**config.mk**
```make
export PLATFORM = sky130hd
export DESIGN_NAME = cp0_gen2
export DESIGN_NICKNAME = d
export VERILOG_FILES = /design/src/rtl/cp0_pkg.sv /design/src/rtl/cp0_timer.sv /design/src/rtl/cp0_gen2.sv
export SDC_FILE = /design/constraint.sdc
export NUM_CORES = 1
export LEC_CHECK = 0
export BUFFER_PORTS_ARGS = -buffer_cell sky130_fd_sc_hd__buf_2
export CAP_MARGIN = 10
export CORE_MARGIN = 2
export CORE_UTILIZATION = 58
export CTS_CLUSTER_DIAMETER = 200
export CTS_CLUSTER_SIZE = 25
export DETAILED_ROUTE_END_ITERATION = 10
export PLACE_DENSITY = 0.85
export SYNTH_ARGS = -nofsm -noshare
export SYNTH_HDL_FRONTEND = slang
export SYNTH_HIERARCHICAL = 1
export SYNTH_SLANG_ARGS = --single-unit
```
**constraint.sdc**
```tcl
create_clock -name clk -period 6.15 [get_ports clk]
set_input_delay 0.3075 -clock clk [delete_from_list [all_inputs] [get_ports clk]]
set_output_delay 0.3075 -clock clk [all_outputs]
set_load 0.02 [all_outputs]
```
**src/rtl/cp0_pkg.sv**
```systemverilog
// ============================================================================
// Module      : cp0_pkg
// Description : Shared constants for the CP0 block: register numbers, SR and
//               Cause field positions, and the architectural ExcCode values.
// Revision    : 1.0 - initial release
// ============================================================================
`default_nettype none

package cp0_pkg;

    // mfc0/mtc0 register numbers
    localparam logic [4:0] c_reg_count   = 5'd9;
    localparam logic [4:0] c_reg_compare = 5'd11;
    localparam logic [4:0] c_reg_sr      = 5'd12;
    localparam logic [4:0] c_reg_cause   = 5'd13;
    localparam logic [4:0] c_reg_epc     = 5'd14;
    localparam logic [4:0] c_reg_prid    = 5'd15;

    // SR field positions
    localparam int c_sr_ie     = 0;
    localparam int c_sr_exl    = 1;
    localparam int c_sr_im_lsb = 10;

    // Cause field positions
    localparam int c_cause_exc_lsb = 2;
    localparam int c_cause_ip_lsb  = 10;
    localparam int c_cause_ti      = 30;
    localparam int c_cause_bd      = 31;

    // Width of the IP/IM fields and the word-alignment mask for PCs
    localparam int          c_ip_w      = 6;
    localparam logic [31:0] c_word_mask = 32'hFFFF_FFFC;

    // Architectural exception codes
    typedef enum logic [4:0] {
        EXC_INT  = 5'd0,
        EXC_ADEL = 5'd4,
        EXC_ADES = 5'd5,
        EXC_RI   = 5'd10,
        EXC_OV   = 5'd12
    } exc_code_e;

endpackage

`default_nettype wire

```
**src/rtl/cp0_timer.sv**
```systemverilog
// ============================================================================
// Module      : cp0_timer
// Description : Count/Compare timer. Count free-runs, TI latches when the
//               pre-increment Count hits a non-zero Compare and is cleared
//               only by software writing Compare.
// Revision    : 1.0 - initial release
// ============================================================================
`default_nettype none

module cp0_timer (
    input  logic        clk,
    input  logic        reset,
    input  logic        i_wr_count,
    input  logic        i_wr_compare,
    input  logic [31:0] i_wd,
    output logic [31:0] o_count,
    output logic [31:0] o_compare,
    output logic        o_ti
);

    logic [31:0] r_count;
    logic [31:0] r_compare;
    logic        r_ti;

    // Count/Compare/TI update; a Compare write wins over a same-cycle match
    always_ff @(posedge clk) begin
        if (!reset) begin
            r_count   <= '0;
            r_compare <= '0;
            r_ti      <= 1'b0;
        end else begin
            r_count <= i_wr_count ? i_wd : r_count + 32'd1;
            if (i_wr_compare) begin
                r_compare <= i_wd;
            end
            if (i_wr_compare) begin
                r_ti <= 1'b0;
            end else if ((r_count == r_compare) && (r_compare != 32'd0)) begin
                r_ti <= 1'b1;
            end
        end
    end

    assign o_count   = r_count;
    assign o_compare = r_compare;
    assign o_ti      = r_ti;

endmodule

`default_nettype wire

```
**src/rtl/cp0_gen2.sv**
```systemverilog
// ============================================================================
// Module      : cp0_gen2
// Description : Minimal MIPS-style coprocessor 0: SR, Cause, EPC, PRId and an
//               optional Count/Compare timer, with exception entry/eret and
//               a level-sensitive interrupt request.
// Revision    : 1.0 - initial release
// ============================================================================
`default_nettype none

module cp0_gen2
    import cp0_pkg::*;
#(
    parameter int          NUM_HWINT  = 6,
    parameter int          HAS_TIMER  = 1,
    parameter int          TIMER_LINE = 5,
    parameter logic [31:0] PRID       = 32'h0000_0001
) (
    input  logic                 clk,
    input  logic                 reset,
    input  logic [4:0]           addr,
    input  logic [31:0]          wd,
    input  logic                 we,
    output logic [31:0]          rd,
    input  logic                 exc_we,
    input  logic                 exc_bd,
    input  logic [4:0]           exc_code,
    input  logic [31:0]          exc_pc,
    input  logic                 eret,
    input  logic [NUM_HWINT-1:0] hwint,
    output logic [31:0]          epc_out,
    output logic [31:0]          sr_out,
    output logic                 irq
);

    logic [c_ip_w-1:0] r_im;
    logic [c_ip_w-1:0] r_ip;
    logic              r_exl;
    logic              r_ie;
    logic              r_bd;
    logic [4:0]        r_exc_code;
    logic [31:0]       r_epc;

    logic              w_mtc0;
    logic [31:0]       w_count;
    logic [31:0]       w_compare;
    logic              w_ti;
    logic [c_ip_w-1:0] w_ip_next;
    logic [31:0]       w_sr;
    logic [31:0]       w_cause;

    // Exception entry and eret both pre-empt a same-cycle mtc0
    assign w_mtc0 = we & ~exc_we & ~eret;

    generate
        if (HAS_TIMER != 0) begin : g_timer
            cp0_timer u_timer (
                .clk          (clk),
                .reset        (reset),
                .i_wr_count   (w_mtc0 && (addr == c_reg_count)),
                .i_wr_compare (w_mtc0 && (addr == c_reg_compare)),
                .i_wd         (wd),
                .o_count      (w_count),
                .o_compare    (w_compare),
                .o_ti         (w_ti)
            );
        end else begin : g_no_timer
            assign w_count   = '0;
            assign w_compare = '0;
            assign w_ti      = 1'b0;
        end
    endgenerate

    // Next pending-interrupt vector: raw hardware lines plus the timer line
    always_comb begin
        w_ip_next = '0;
        for (int i = 0; i < NUM_HWINT; i++) begin
            w_ip_next[i] = hwint[i];
        end
        w_ip_next[TIMER_LINE] = w_ip_next[TIMER_LINE] | w_ti;
    end

    // Assemble the architectural SR and Cause words from their fields
    always_comb begin
        w_sr                                   = '0;
        w_sr[c_sr_im_lsb +: c_ip_w]            = r_im;
        w_sr[c_sr_exl]                         = r_exl;
        w_sr[c_sr_ie]                          = r_ie;
        w_cause                                = '0;
        w_cause[c_cause_bd]                    = r_bd;
        w_cause[c_cause_ti]                    = w_ti;
        w_cause[c_cause_ip_lsb +: c_ip_w]      = r_ip;
        w_cause[c_cause_exc_lsb +: 5]          = r_exc_code;
    end

    // mfc0 read mux; unimplemented registers read as zero
    always_comb begin
        case (addr)
            c_reg_count:   rd = w_count;
            c_reg_compare: rd = w_compare;
            c_reg_sr:      rd = w_sr;
            c_reg_cause:   rd = w_cause;
            c_reg_epc:     rd = r_epc;
            c_reg_prid:    rd = PRID;
            default:       rd = '0;
        endcase
    end

    // SR/Cause/EPC update with priority reset > exception > eret > mtc0
    always_ff @(posedge clk) begin
        if (!reset) begin
            r_im       <= '0;
            r_ip       <= '0;
            r_exl      <= 1'b1;
            r_ie       <= 1'b0;
            r_bd       <= 1'b0;
            r_exc_code <= '0;
            r_epc      <= '0;
        end else begin
            r_ip <= w_ip_next;
            if (exc_we) begin
                r_exc_code <= exc_code;
                // A nested entry keeps the original return context
                if (!r_exl) begin
                    r_exl <= 1'b1;
                    r_bd  <= exc_bd;
                    r_epc <= (exc_pc & c_word_mask) - (exc_bd ? 32'd4 : 32'd0);
                end
            end else if (eret) begin
                r_exl <= 1'b0;
            end else if (we) begin
                case (addr)
                    c_reg_sr: begin
                        r_im  <= wd[c_sr_im_lsb +: c_ip_w];
                        r_exl <= wd[c_sr_exl];
                        r_ie  <= wd[c_sr_ie];
                    end
                    c_reg_epc: r_epc <= wd & c_word_mask;
                    default:   ;
                endcase
            end
        end
    end

    assign irq     = r_ie & ~r_exl & (|(r_ip & r_im));
    assign epc_out = r_epc;
    assign sr_out  = w_sr;

endmodule

`default_nettype wire
```
; Word-level counts from Yosys, hierarchy flattened
; Index checks and enable logic that the tools add are counted.
[totals]
reg_bits = 117
latch_bits = 0
mem_bits_rw = 0
rom_bits = 0
inputBits = 86
out_inout_bits = 97
elab_cells = 57
mem_count = 0
[op_classes]
n_addsub = 2
n_mul = 0
div = 0
n_lt_le_gt_ge = 0
eq_ne = 9
shifts = 0
mux = 11
bitwise = 10
reduce_logical = 15
[op_table]
columns = op, n
row1 = 2-to-1 mux 32 bit, 6
row2 = case mux 32 bit (6 select lines), 1
row3 = adder 32 x 1 -> 32 bit (second input constant), 1
row4 = equality test 32 bit, 1
row5 = nonzero test 32 bit, 1
row6 = subtractor 32 x 3 -> 32 bit, 1
row7 = equality test 5 x 4 -> 1 bit (second input constant), 6
row8 = AND reduction 4 bit, 2
row9 = nonzero test 2 bit, 4
row10 = AND 6 bit, 1
row11 = OR reduction 6 bit, 1
row12 = AND 1 bit, 4
row13 = inequality test 2 bit (second input constant), 2
row14 = inverter 1 bit, 4
row15 = AND reduction 2 bit, 2
row16 = OR reduction 2 bit, 2
row17 = logical AND 1 bit, 3
row18 = 2-to-1 mux 1 bit, 3
row19 = 2-to-1 mux 3 bit, 1
row20 = bitwise OR 1 bit, 1

; Logic depth before layout (Yosys ltp)
[logic_depth]
word_depth = 5
ltp_mapped = 8
depth_no_buf = 8

; Modules after synthesis
; The synthesis kept the hierarchy.
[modules_own_cells]
columns = mod, instances, cells_per_inst, area_each_um2, seq_area_each_um2
row1 = cp0_gen2, 1, 470, 3548.4, 1001.0
row2 = cp0_timer, 1, 365, 3357.0, 1301.2

; Least setup slack after synthesis
; Ideal clock, no wire load.
[synth_path]
kind = input to register
start = input exc_pc[2]
end = register r_epc[28], in the netlist epc_out[28]
setup_ns = 0.088
t_arrival_ns = 2.042
required_time_ns = 6.062
setup_slack_ns = 4.020
path_stages = 8
n_path_buf = 0
path_cell_list = inv_1 -> ha_1 -> ha_1 -> or4b_1 -> or3_4 -> nor4_4 -> xnor2_1 -> a311oi_2
[synth_between]
elab_chain_cells = 3
[synth_lines]
columns = element, line
row1 = from (decl), cp0_gen2.sv:27  ; input logic [31:0] exc_pc,
row2 = subtractor 32 x 3 -> 32 bit, cp0_gen2.sv:126  ; r_epc <= (exc_pc & c_word_mask) - (exc_bd ? 32'd4 : 32'd0);
row3 = 2-to-1 mux 32 bit, cp0_gen2.sv:123  ; if (!r_exl) begin
row4 = 2-to-1 mux 32 bit, cp0_gen2.sv:120  ; if (exc_we) begin
row5 = to (signal assigned), cp0_gen2.sv:126
row6 = to (signal assigned), cp0_gen2.sv:137  ; c_reg_epc: r_epc <= wd & c_word_mask;
row7 = to (decl), cp0_gen2.sv:41  ; logic [31:0] r_epc;
; No other way between the ends. The select of a mux whose other input is x is not followed.
; A chain may end at the register's enable or synchronous reset.

; Worst setup path after layout
[layout_path]
start = input exc_we
end = register g_timer.u_timer.r_count[30], in the netlist g_timer.u_timer/o_count[30]
[layout_between]
elab_chain_cells = 5
[layout_lines]
columns = element, line
row1 = from (decl), cp0_gen2.sv:24  ; input logic exc_we,
row2 = inverter 1 bit (no line), n/a
row3 = AND 1 bit (2 in a row), cp0_gen2.sv:52  ; assign w_mtc0 = we & ~exc_we & ~eret;
row4 = logical AND 1 bit, cp0_gen2.sv:59  ; .i_wr_count (w_mtc0 && (addr == c_reg_count)),
row5 = 2-to-1 mux 32 bit, cp0_timer.sv:32  ; r_count <= i_wr_count ? i_wd : r_count + 32'd1;
row6 = to (signal assigned), cp0_timer.sv:32
row7 = to (decl), cp0_timer.sv:21  ; logic [31:0] r_count;
; No other way between the ends.

==> impl_metrics.tcl <==
set metrics [dict create \
    cts_tree "yes" \
    tightest_slew_ns 1.10 \
    gp_congestion 0.981 \
    cts_buffer_depth 2 \
    fin_skew_ns 0.00475 \
    dieHeight_um 113 \
    core_area_um2 11500 \
    drive_gt1_share_pct 22.6 \
    drt_pre_antenna_iters 11 \
    synth_flop_cell "dfxtp_1" \
    grt_pass1_wl_um 35700 \
    holdPathEnd "r_ip[3]" \
    portBuffers 154 \
    clock.fmax_ghz 0.341 \
    num_rows 39 \
    drt_first_iter_violations 1135 \
    ff2ff_path_depth 4 \
    yosysMostFrequentCell "dfxtp_1" \
    path_class "primary input to register" \
    arrival_ns 3.17 \
    synth_top_area_share_pct 33.3 \
    ant_nets 0 \
    start_util_pct 60.0 \
    worstHoldPathCells 2 \
    postSynthCellCount 835 \
    maxCapViolations 0 \
    grt_use_total_pct 35.7 \
    grt_max_degree 93 \
    rrSetupSlack_ns 3.82 \
    switching_share_pct 24.9 \
    tns_ns 0 \
    synth_cell_types 66 \
    nets 1052 \
    synth_warnings 6 \
    clk-insertion-delay-late_ns 0.41 \
    n_antenna_cell 0 \
    hold_class "primary input to register" \
    vias 7250 \
    leakage_nw 3.41 \
    avgRoutedWirePerCell_um 20.9 \
    crit_start "exc_we" \
    required_ns 6.39 \
    pwr-share-comb_pct 9.2 \
    finalMaxSlewViolations 0 \
    endpoint_kind "register" \
    seq_power_share_pct 38.7 \
    intPower_mw 1.51 \
    period_minus_slack_ns 2.93 \
    drc 5 \
    overflow 0 \
    cts_resized 0 \
    wl_um 23300 \
    yosys.area.top_type "dfxtp_1" \
    clockRootBuffer "clkbuf_16" \
    holdBufCountCts 0 \
    worstPathMaxFanout 40 \
    io_pins 183 \
    detailedPlacementHpwl_um 16500 \
    path_clk_slew_ns 0.06 \
    yosysSeqAreaShare_pct 33.3 \
    hold_viol 0 \
    htree_levels 4 \
    ir_drop_mv 0.189 \
    fin_crit_sh_pct 47.7 \
    pwr-share-clk_pct 52.1 \
    synth_common_cells "dfxtp_1 (115), nand2_1 (65), a21oi_1 (49)" \
    grt_pass1_vias 6674 \
    async_flop_share_pct 0 \
    die_w_um 113 \
    synthTopCellsByArea "dfxtp_1 (33%), xnor2_1 (5.8%), mux2i_1 (5.8%)" \
    antenna_found_initial 0 \
    cts_setup_buffers 0 \
    vias_per_cell 6.48 \
    fin_ws_ns 3.22 \
    critPathLaunchType "primary input" \
    clkSinkCount 115 \
    reg2reg_to "epc_out[26]" \
    post-place-ws_ns 3.06 \
    dieArea_um2 12800 \
    violations "design-rule violations" \
    synth_area_um2 6910 \
    setup_viol 0 \
    cts_buffers 17 \
    ys_ff_latch 115 \
    power_switching_mw 0.502 \
    slew_headroom_pct 26.0 \
    synthToLayoutAreaGrowth_pct 19.6 \
    min_from "hwint[3]" \
    rsz0062_at_grt "no" \
    status "finished, violations left" \
    reg2reg_from "r_exl" \
    avgSynthCellArea_um2 8.27 \
    synth_edf_count 0 \
    powerDensity_nw_per_um2 244 \
]
-- per-layer routing --
layer	track usage [%]	wire length (µm)
met2	54.3	10400
met5	0	0
met4	17.7	1070
met1	47.7	8960
met3	8.41	2900
-- stage by stage --
stage	hold slack (ns)	power [mW]	std cells	area (µm²)	util (%)
3_3_place_gp	0.458	0.967	1087	7630	66.2
2_1_floorplan	0.406	0.900	860	7000	-
3_5_place_dp	0.471	0.969	1087	7630	66.2
4_1_cts	0.102	2.00	1119	8260	71.7
5_1_grt	0.115	2.06	1119	8260	71.7
6_report	0.107	2.01	1119	8260	71.7
-- sequential cells by signal, summed over array words and instances (netlist names), 5 cells and up --
name	cells
epc_out	30
g_timer.u_timer/o_compare	32
g_timer.u_timer/o_count	32
r_exc_code	5
r_im	6
r_ip	6
-- worst max path at each step --
stage                     slack (ns)                           to  depth (start not counted)
after global placement          3.16  g_timer.u_timer/o_count[12]                          7
after floorplan                 4.02                  epc_out[28]                          8
final                           3.22  g_timer.u_timer/o_count[30]                          7
after detailed placement        3.06  g_timer.u_timer/o_count[28]                          7
after global routing            3.00  g_timer.u_timer/o_count[24]                          7
after CTS                       3.36  g_timer.u_timer/o_count[30]                          7
-- layout by cell type, fill, tap and decap left out, drive strengths merged, types with 3 or more instances in the layout --
cell / n
ha: 3
o211ai: 10
nand3: 36
nor2: 38
buf: 162
dfxtp: 115
bufinv: 4
nor3: 19
conb: 26
nand2b: 6
nor4: 24
clkinv: 7
or4: 5
or3: 10
a222oi: 17
and3: 12
xor2: 38
inv: 25
and2: 15
nor3b: 3
nand4: 33
nor2b: 34
clkinvlp: 3
nand2: 65
o21ai: 46
nor4b: 3
a21oi: 49
o22ai: 3
clkbuf: 19
mux2i: 40
o221ai: 3
a211o: 3
xnor2: 46
or2: 3
a22oi: 30
-- layout make-up --
type                       instances  area (µm²)
clock buffer                      19         443
sequential                       115        2300
fill                             884        3260
timing repair buffer             162         831
inverter                          26        97.6
clock inverter                    13         184
multi-input combinational        641        4220
tap                              143         179
-- cells by family after synthesis --
logic type      count (synthesis)  share of synthesized area, %
compound gates                174                          16.4
fa+ha+maj                       3                         0.544
simple gates                  314                          25.7
other cells                     1                        0.0543
buf+inv                       104                          7.45
xor+xnor                       84                          10.7
mux                            40                          5.80
flops                         115                          33.3
-- power groups by stage --
stage / sequential (mW) / clock [mW] / combinational (mW)
floorplan: 0.795 / 0 / 0.105
global placement: 0.793 / 0 / 0.174
detailed placement: 0.793 / 0 / 0.176
CTS: 0.777 / 1.05 / 0.179
global route: 0.779 / 1.08 / 0.197
finish: 0.779 / 1.05 / 0.184
-- critical path: stages --
cell and delay [ns]:
buf_2 0.30, nor3b_1 0.27, buf_4 0.21, and2_1 0.75
inv_1 0.74, o21ai_0 0.48, a21oi_1 0.09
(Power assumes the default switching activity.)
